`config.mk`:
```
export PLATFORM = sky130hd
export DESIGN_NAME = seq_divider
export DESIGN_NICKNAME = d
export VERILOG_FILES = /design/src/rtl/seq_divider.sv
export SDC_FILE = /design/constraint.sdc
export NUM_CORES = 1
export LEC_CHECK = 0
export ABC_AREA = 1
export CORE_MARGIN = 2
export CORE_UTILIZATION = 48
export CTS_CLUSTER_SIZE = 14
export DETAILED_ROUTE_END_ITERATION = 16
export HOLD_SLACK_MARGIN = 0.02
export PLACE_DENSITY = 0.75
export SLEW_MARGIN = 0
export SYNTH_ARGS = -nofsm -noshare
export SYNTH_HDL_FRONTEND = slang
export SYNTH_SLANG_ARGS = --single-unit
```
`constraint.sdc`:
```
create_clock -name clk -period 1.7 [get_ports clk]
set_input_delay 0.34 -clock clk [delete_from_list [all_inputs] [get_ports clk]]
set_output_delay 0.34 -clock clk [all_outputs]
set_load 0.1 [all_outputs]
```
`src/rtl/seq_divider.sv`:
```
// Sequential restoring divider: one quotient bit per clock, valid/ready on both sides.
// Define SEQ_DIVIDER_SIGNED_EN to treat operands and results as two's complement.
module seq_divider #(
    parameter int WIDTH = 8
) (
    input  logic             clk,
    input  logic             rst,
    input  logic             in_valid,
    output logic             in_ready,
    input  logic [WIDTH-1:0] dividend,
    input  logic [WIDTH-1:0] divisor,
    output logic             out_valid,
    input  logic             out_ready,
    output logic [WIDTH-1:0] quotient,
    output logic [WIDTH-1:0] remainder,
    output logic             div_by_zero
);

    localparam int CW = (WIDTH > 1) ? $clog2(WIDTH) : 1;

    typedef enum logic [1:0] {
        IDLE,
        CALC,
        DONE
    } state_t;

    state_t           state_q;
    logic             in_ready_q;
    logic             out_valid_q;
    logic [WIDTH-1:0] quo_q;
    logic [WIDTH-1:0] rmd_q;
    logic             dbz_q;

    // Datapath: rem_q is the partial remainder, dvd_q shifts dividend bits out
    // at the top while quotient bits shift in at the bottom.
    logic [WIDTH:0]   rem_q;
    logic [WIDTH-1:0] dvd_q;
    logic [WIDTH-1:0] dsr_q;
    logic [CW-1:0]    cnt_q;

    logic [WIDTH:0]   shifted;
    logic [WIDTH:0]   trial;
    logic             fits;
    logic [WIDTH:0]   rem_d;
    logic [WIDTH-1:0] quo_d;
    logic [WIDTH-1:0] quo_fix;
    logic [WIDTH-1:0] rmd_fix;
    logic [WIDTH-1:0] dvd_mag;
    logic [WIDTH-1:0] dsr_mag;
    logic             last_step;

`ifdef SEQ_DIVIDER_SIGNED_EN
    logic neg_quo_q;
    logic neg_rem_q;
`endif

    // The restored remainder is always below the divisor, so its top bit is
    // only ever a borrow indicator during the trial step.
    logic unused_rem_msb;
    assign unused_rem_msb = rem_q[WIDTH];

    // NOTE: every always_comb output gets a default first so no latch is inferred.
    always_comb begin
        shifted   = {rem_q[WIDTH-1:0], dvd_q[WIDTH-1]};
        trial     = shifted - {1'b0, dsr_q};
        fits      = ~trial[WIDTH];
        rem_d     = fits ? trial : shifted;
        quo_d     = {dvd_q[WIDTH-2:0], fits};
        last_step = (cnt_q == CW'(WIDTH - 1));
`ifdef SEQ_DIVIDER_SIGNED_EN
        dvd_mag   = dividend[WIDTH-1] ? -dividend : dividend;
        dsr_mag   = divisor[WIDTH-1]  ? -divisor  : divisor;
        quo_fix   = neg_quo_q ? -quo_d : quo_d;
        rmd_fix   = neg_rem_q ? -rem_d[WIDTH-1:0] : rem_d[WIDTH-1:0];
`else
        dvd_mag   = dividend;
        dsr_mag   = divisor;
        quo_fix   = quo_d;
        rmd_fix   = rem_d[WIDTH-1:0];
`endif
    end

    // NOTE: sequential state uses non-blocking assignments only, so every
    // register samples pre-edge values regardless of statement order.
    always_ff @(posedge clk) begin
        if (rst) begin
            state_q     <= IDLE;
            in_ready_q  <= 1'b1;
            out_valid_q <= 1'b0;
            quo_q       <= '0;
            rmd_q       <= '0;
            dbz_q       <= 1'b0;
            rem_q       <= '0;
            dvd_q       <= '0;
            dsr_q       <= '0;
            cnt_q       <= '0;
`ifdef SEQ_DIVIDER_SIGNED_EN
            neg_quo_q   <= 1'b0;
            neg_rem_q   <= 1'b0;
`endif
        end else begin
            case (state_q)
                IDLE: begin
                    if (in_valid) begin
                        in_ready_q <= 1'b0;
                        rem_q      <= '0;
                        cnt_q      <= '0;
`ifdef SEQ_DIVIDER_SIGNED_EN
                        neg_quo_q  <= dividend[WIDTH-1] ^ divisor[WIDTH-1];
                        neg_rem_q  <= dividend[WIDTH-1];
`endif
                        if (divisor == '0) begin
                            state_q     <= DONE;
                            out_valid_q <= 1'b1;
                            quo_q       <= '1;
                            rmd_q       <= dividend;
                            dbz_q       <= 1'b1;
                            dvd_q       <= dividend;
                            dsr_q       <= '0;
                        end else begin
                            state_q <= CALC;
                            dvd_q   <= dvd_mag;
                            dsr_q   <= dsr_mag;
                        end
                    end
                end
                CALC: begin
                    rem_q <= rem_d;
                    dvd_q <= quo_d;
                    cnt_q <= cnt_q + CW'(1);
                    if (last_step) begin
                        state_q     <= DONE;
                        out_valid_q <= 1'b1;
                        quo_q       <= quo_fix;
                        rmd_q       <= rmd_fix;
                        dbz_q       <= 1'b0;
                    end
                end
                DONE: begin
                    if (out_ready) begin
                        state_q     <= IDLE;
                        out_valid_q <= 1'b0;
                        in_ready_q  <= 1'b1;
                    end
                end
                default: begin
                    state_q     <= IDLE;
                    out_valid_q <= 1'b0;
                    in_ready_q  <= 1'b1;
                end
            endcase
        end
    end

    assign in_ready    = in_ready_q;
    assign out_valid   = out_valid_q;
    assign quotient    = quo_q;
    assign remainder   = rmd_q;
    assign div_by_zero = dbz_q;

endmodule

```
==> impl_metrics.env, run 1 <==
export IMPL_status="finished with violations"
export IMPL_violations="setup timing"
export IMPL_netlist_area_mm2=0.002536
export IMPL_num_vias=2620
export IMPL_min_path_type="flop to flop"
export IMPL_synth_cell_types=30
export IMPL_clkSinkCount=48
export IMPL_cts_inserted_buffers=5
export IMPL_p_seq_share_pct=33.1
export IMPL_p_int_mw=2.377
export IMPL_hold_violations=0
export IMPL_hpwl_mm=4.505
export IMPL_crit_fanout=2
export IMPL_layout_drive_gt1_share_pct=24.32
export IMPL_dr_pass1_iters=5
export IMPL_most_common_layout_cells="78 x nand2_1, 56 x inv_1, 53 x nor2_1, 46 x dfxtp_1, 28 x buf_4"
export IMPL_grt_antenna_before_repair=0
export IMPL_end_kind="flop"
export IMPL_relSlewSlack_pct=78.16
export IMPL_cp_start_kind="flop"
export IMPL_comb_power_share_pct=46.4
export IMPL_seq_area_frac_synth_pct=37.89
export IMPL_viasPerCell=5.097
export IMPL_synth_seq_cells=48
export IMPL_grt_total_usage_pct=22.70
export IMPL_clkTransAtPathRegs_ns=0.09
export IMPL_port_buffers=38
export IMPL_place_area_mm2=0.003440
export IMPL_arrival_ns=2.06
export IMPL_drc=0
export IMPL_hold_slack_ns=0.4609
export IMPL_p_sw_share_pct=41.10
export IMPL_routed_wl_mm=6.776
export IMPL_gp_congestion=0.7925
export IMPL_p_clk_share_pct=20.5
export IMPL_mostFrequentLayoutCell="nand2_1"
export IMPL_avgSynthCellArea_um2=6.657
export IMPL_start_util_pct=49.66
export IMPL_slew_viol_final=0
export IMPL_power_switching_mw=1.659
export IMPL_gr_total_overflow=0
export IMPL_required_ns=1.91
export IMPL_h_tree_depth=2
export IMPL_place_inst=502
export IMPL_max_freq_mhz=540.6
export IMPL_finalCritPeriodShare_pct=108.8
export IMPL_cts_tree="yes"
export IMPL_core_area_mm2=0.005107
export IMPL_skew_ns=0.009131
export IMPL_worst_pin_slew_ns=0.3241
export IMPL_synthCells=381
export IMPL_clockBufferDepth=2
export IMPL_dieWidth_um=76.69
export IMPL_post_drt_wl_per_cell_um=13.18
export IMPL_crit_type="flop to flop"
export IMPL_clockRootBuffer="clkbuf_8"
export IMPL_drtIter0Drc=155
export IMPL_setup_viol=18
export IMPL_leakagePower_nw=1.797
export IMPL_ys_warn_count=0
export IMPL_stdcell_area_mm2=0.003782
export IMPL_maxCapViolCount=0
export IMPL_final_instance_count_excl_fill=514
export IMPL_dieArea_mm2=0.005881
export IMPL_clkLatencyLatePin_ns=0.30
export IMPL_fin_ws_ns=-0.1497
export IMPL_diodes=0
export IMPL_grt_max_degree=25
export IMPL_io_pins=39
export IMPL_synthesis_nets=412
export IMPL_placement_rows=26
export IMPL_vdd_drop_max_mv=0.7749
export IMPL_power_density_mw_per_mm2=1067
export IMPL_grt_pass1_vias=2497
export IMPL_min_period_ns=1.850
export IMPL_rsz0062_at_grt="yes"
export IMPL_nets=474
export IMPL_holdBufCountCts=0
export IMPL_setup_tns_ns=-1.647
export IMPL_ant_nets=0
export IMPL_die_h_um=76.69
export IMPL_grt_first_pass_wirelength_mm=10.76
export IMPL_syn_to_final_growth_pct=49.14
==> metal layers <==
layer  part of all wire, %  vias to the layer above  wire length [µm]  GRT usage (%)
li1                      -                     1329                 -              -
met5                     0                        -                 0              0
met3                   4.4                       18               296          3.882
met2                    49                       82              3326          39.56
met4                   3.2                        0               217          10.91
met1                    43                     1191              2936          26.97
==> final timing paths <==
kind | from | to | slack, ns | cells past startpoint
worst max-delay path | dvd_q[7]$_SDFFE_PP0P_ | rem_q[2]$_SDFFE_PP0P_ | -0.15 | 12
worst min-delay path | dsr_q[3]$_SDFFE_PP0P_ | dsr_q[3]$_SDFFE_PP0P_ | 0.46 | 2
worst max register to register | dvd_q[7]$_SDFFE_PP0P_ | rem_q[2]$_SDFFE_PP0P_ | -0.15 | 12
worst min register to register | dsr_q[3]$_SDFFE_PP0P_ | dsr_q[3]$_SDFFE_PP0P_ | 0.46 | 2
==> area by class of cell <==
cell class | count | area (µm²)
clock buffer | 6 | 72.57
clock inverter | 2 | 35.03
fill | 390 | 1325
inverter | 64 | 242.7
multi-input combinational | 256 | 1560
sequential | 48 | 963.4
tap | 70 | 87.58
timing repair buffer | 68 | 820.8
==> sequential cells by signal, indices dropped and copies added (netlist names) <==
name and count:
cnt_q 3, div_by_zero 1, dsr_q 8, dvd_q 8, in_ready 1, out_valid 1
quotient 8, rem_q 8, remainder 8, state_q 2
==> repair_timing <==
action	4_1_cts	5_1_grt
setup buffers	2	1
pin swaps	4	2
cloned	1	0
gates resized for setup	13	22
endpoints found under the setup margin	18	18
==> power by group through the flow <==
| stage | Sequential, mW | Clock [mW] | Combinational [mW] |
|---|---|---|---|
| floorplan | 1.59 | 0 | 0.797 |
| global placement | 1.35 | 0 | 1.52 |
| detailed placement | 1.36 | 0 | 1.55 |
| CTS | 1.33 | 0.832 | 1.69 |
| global route | 1.35 | 0.878 | 2.01 |
| finish | 1.34 | 0.828 | 1.87 |
==> metrics by stage <==
step / setup WS [ns] / total power, mW / utilization [%]
final: -0.1497 / 4.036 / 74.06
after global routing: -0.2221 / 4.237 / 74.06
after CTS: -0.06199 / 3.855 / 71.34
after detailed placement: -0.1769 / 2.901 / 67.34
after global placement: -0.1287 / 2.868 / 67.34
after floorplan: 0.007507 / 2.387 / -
==> cells in the mapped netlist <==
library cell | number | area, µm²
nor3_1 | 1 | 5.000
inv_1 | 58 | 217.7
buf_6 | 1 | 11.26
nor3b_1 | 1 | 7.510
a21oi_1 | 17 | 85.08
clkbuf_1 | 9 | 33.78
xnor2_1 | 1 | 8.760
nand3_1 | 41 | 205.2
a31oi_1 | 1 | 6.260
o21ai_1 | 12 | 60.06
inv_4 | 1 | 6.260
ha_1 | 10 | 125.1
nand2_2 | 1 | 6.260
buf_4 | 1 | 7.510
nand3b_1 | 1 | 7.510
xor2_1 | 2 | 17.52
or2_2 | 1 | 6.260
nor2_2 | 1 | 6.260
a211oi_1 | 12 | 90.09
inv_2 | 5 | 18.77
o21ai_0 | 10 | 50.05
nor2_1 | 53 | 198.9
nor2_4 | 1 | 11.26
nand2_1 | 86 | 322.8
buf_2 | 2 | 10.01
dfxtp_1 | 48 | 960.9
nand4_1 | 1 | 6.260
fa_1 | 1 | 20.02
buf_1 | 1 | 3.750
o22ai_4 | 1 | 20.02
==> critical path, stage by stage (launching register included) <==
cell and delay, ns:
dfxtp_2 0.33, inv_2 0.07, ha_4 0.12, inv_2 0.03, fa_2 0.36, buf_4 0.15
buf_4 0.13, buf_4 0.13, xor2_1 0.16, nand3_2 0.09, nand3_1 0.08, nand2_1 0.08
inv_1 0.04
==> cell families (layout without fill, tap and decap cells) <==
kind of cell,after synthesis,count (layout),synth area share (%)
AO/OA/AOI/OAI,53,53,12.28
adder cells (fa/ha/maj),11,11,5.723
XOR/XNOR,3,3,1.036
flip-flops,48,48,37.89
AND/OR/NAND/NOR,188,189,30.88
buffers and inverters,78,140,12.19
Power figures use the tool's default switching activity.
==> run 2: changes to the inputs <==
Settings changed: CTS_CLUSTER_SIZE 14 to 25.
==> results of run 2 <==
Same layout as run 1: the final DEF is identical, and so are final timing and power.
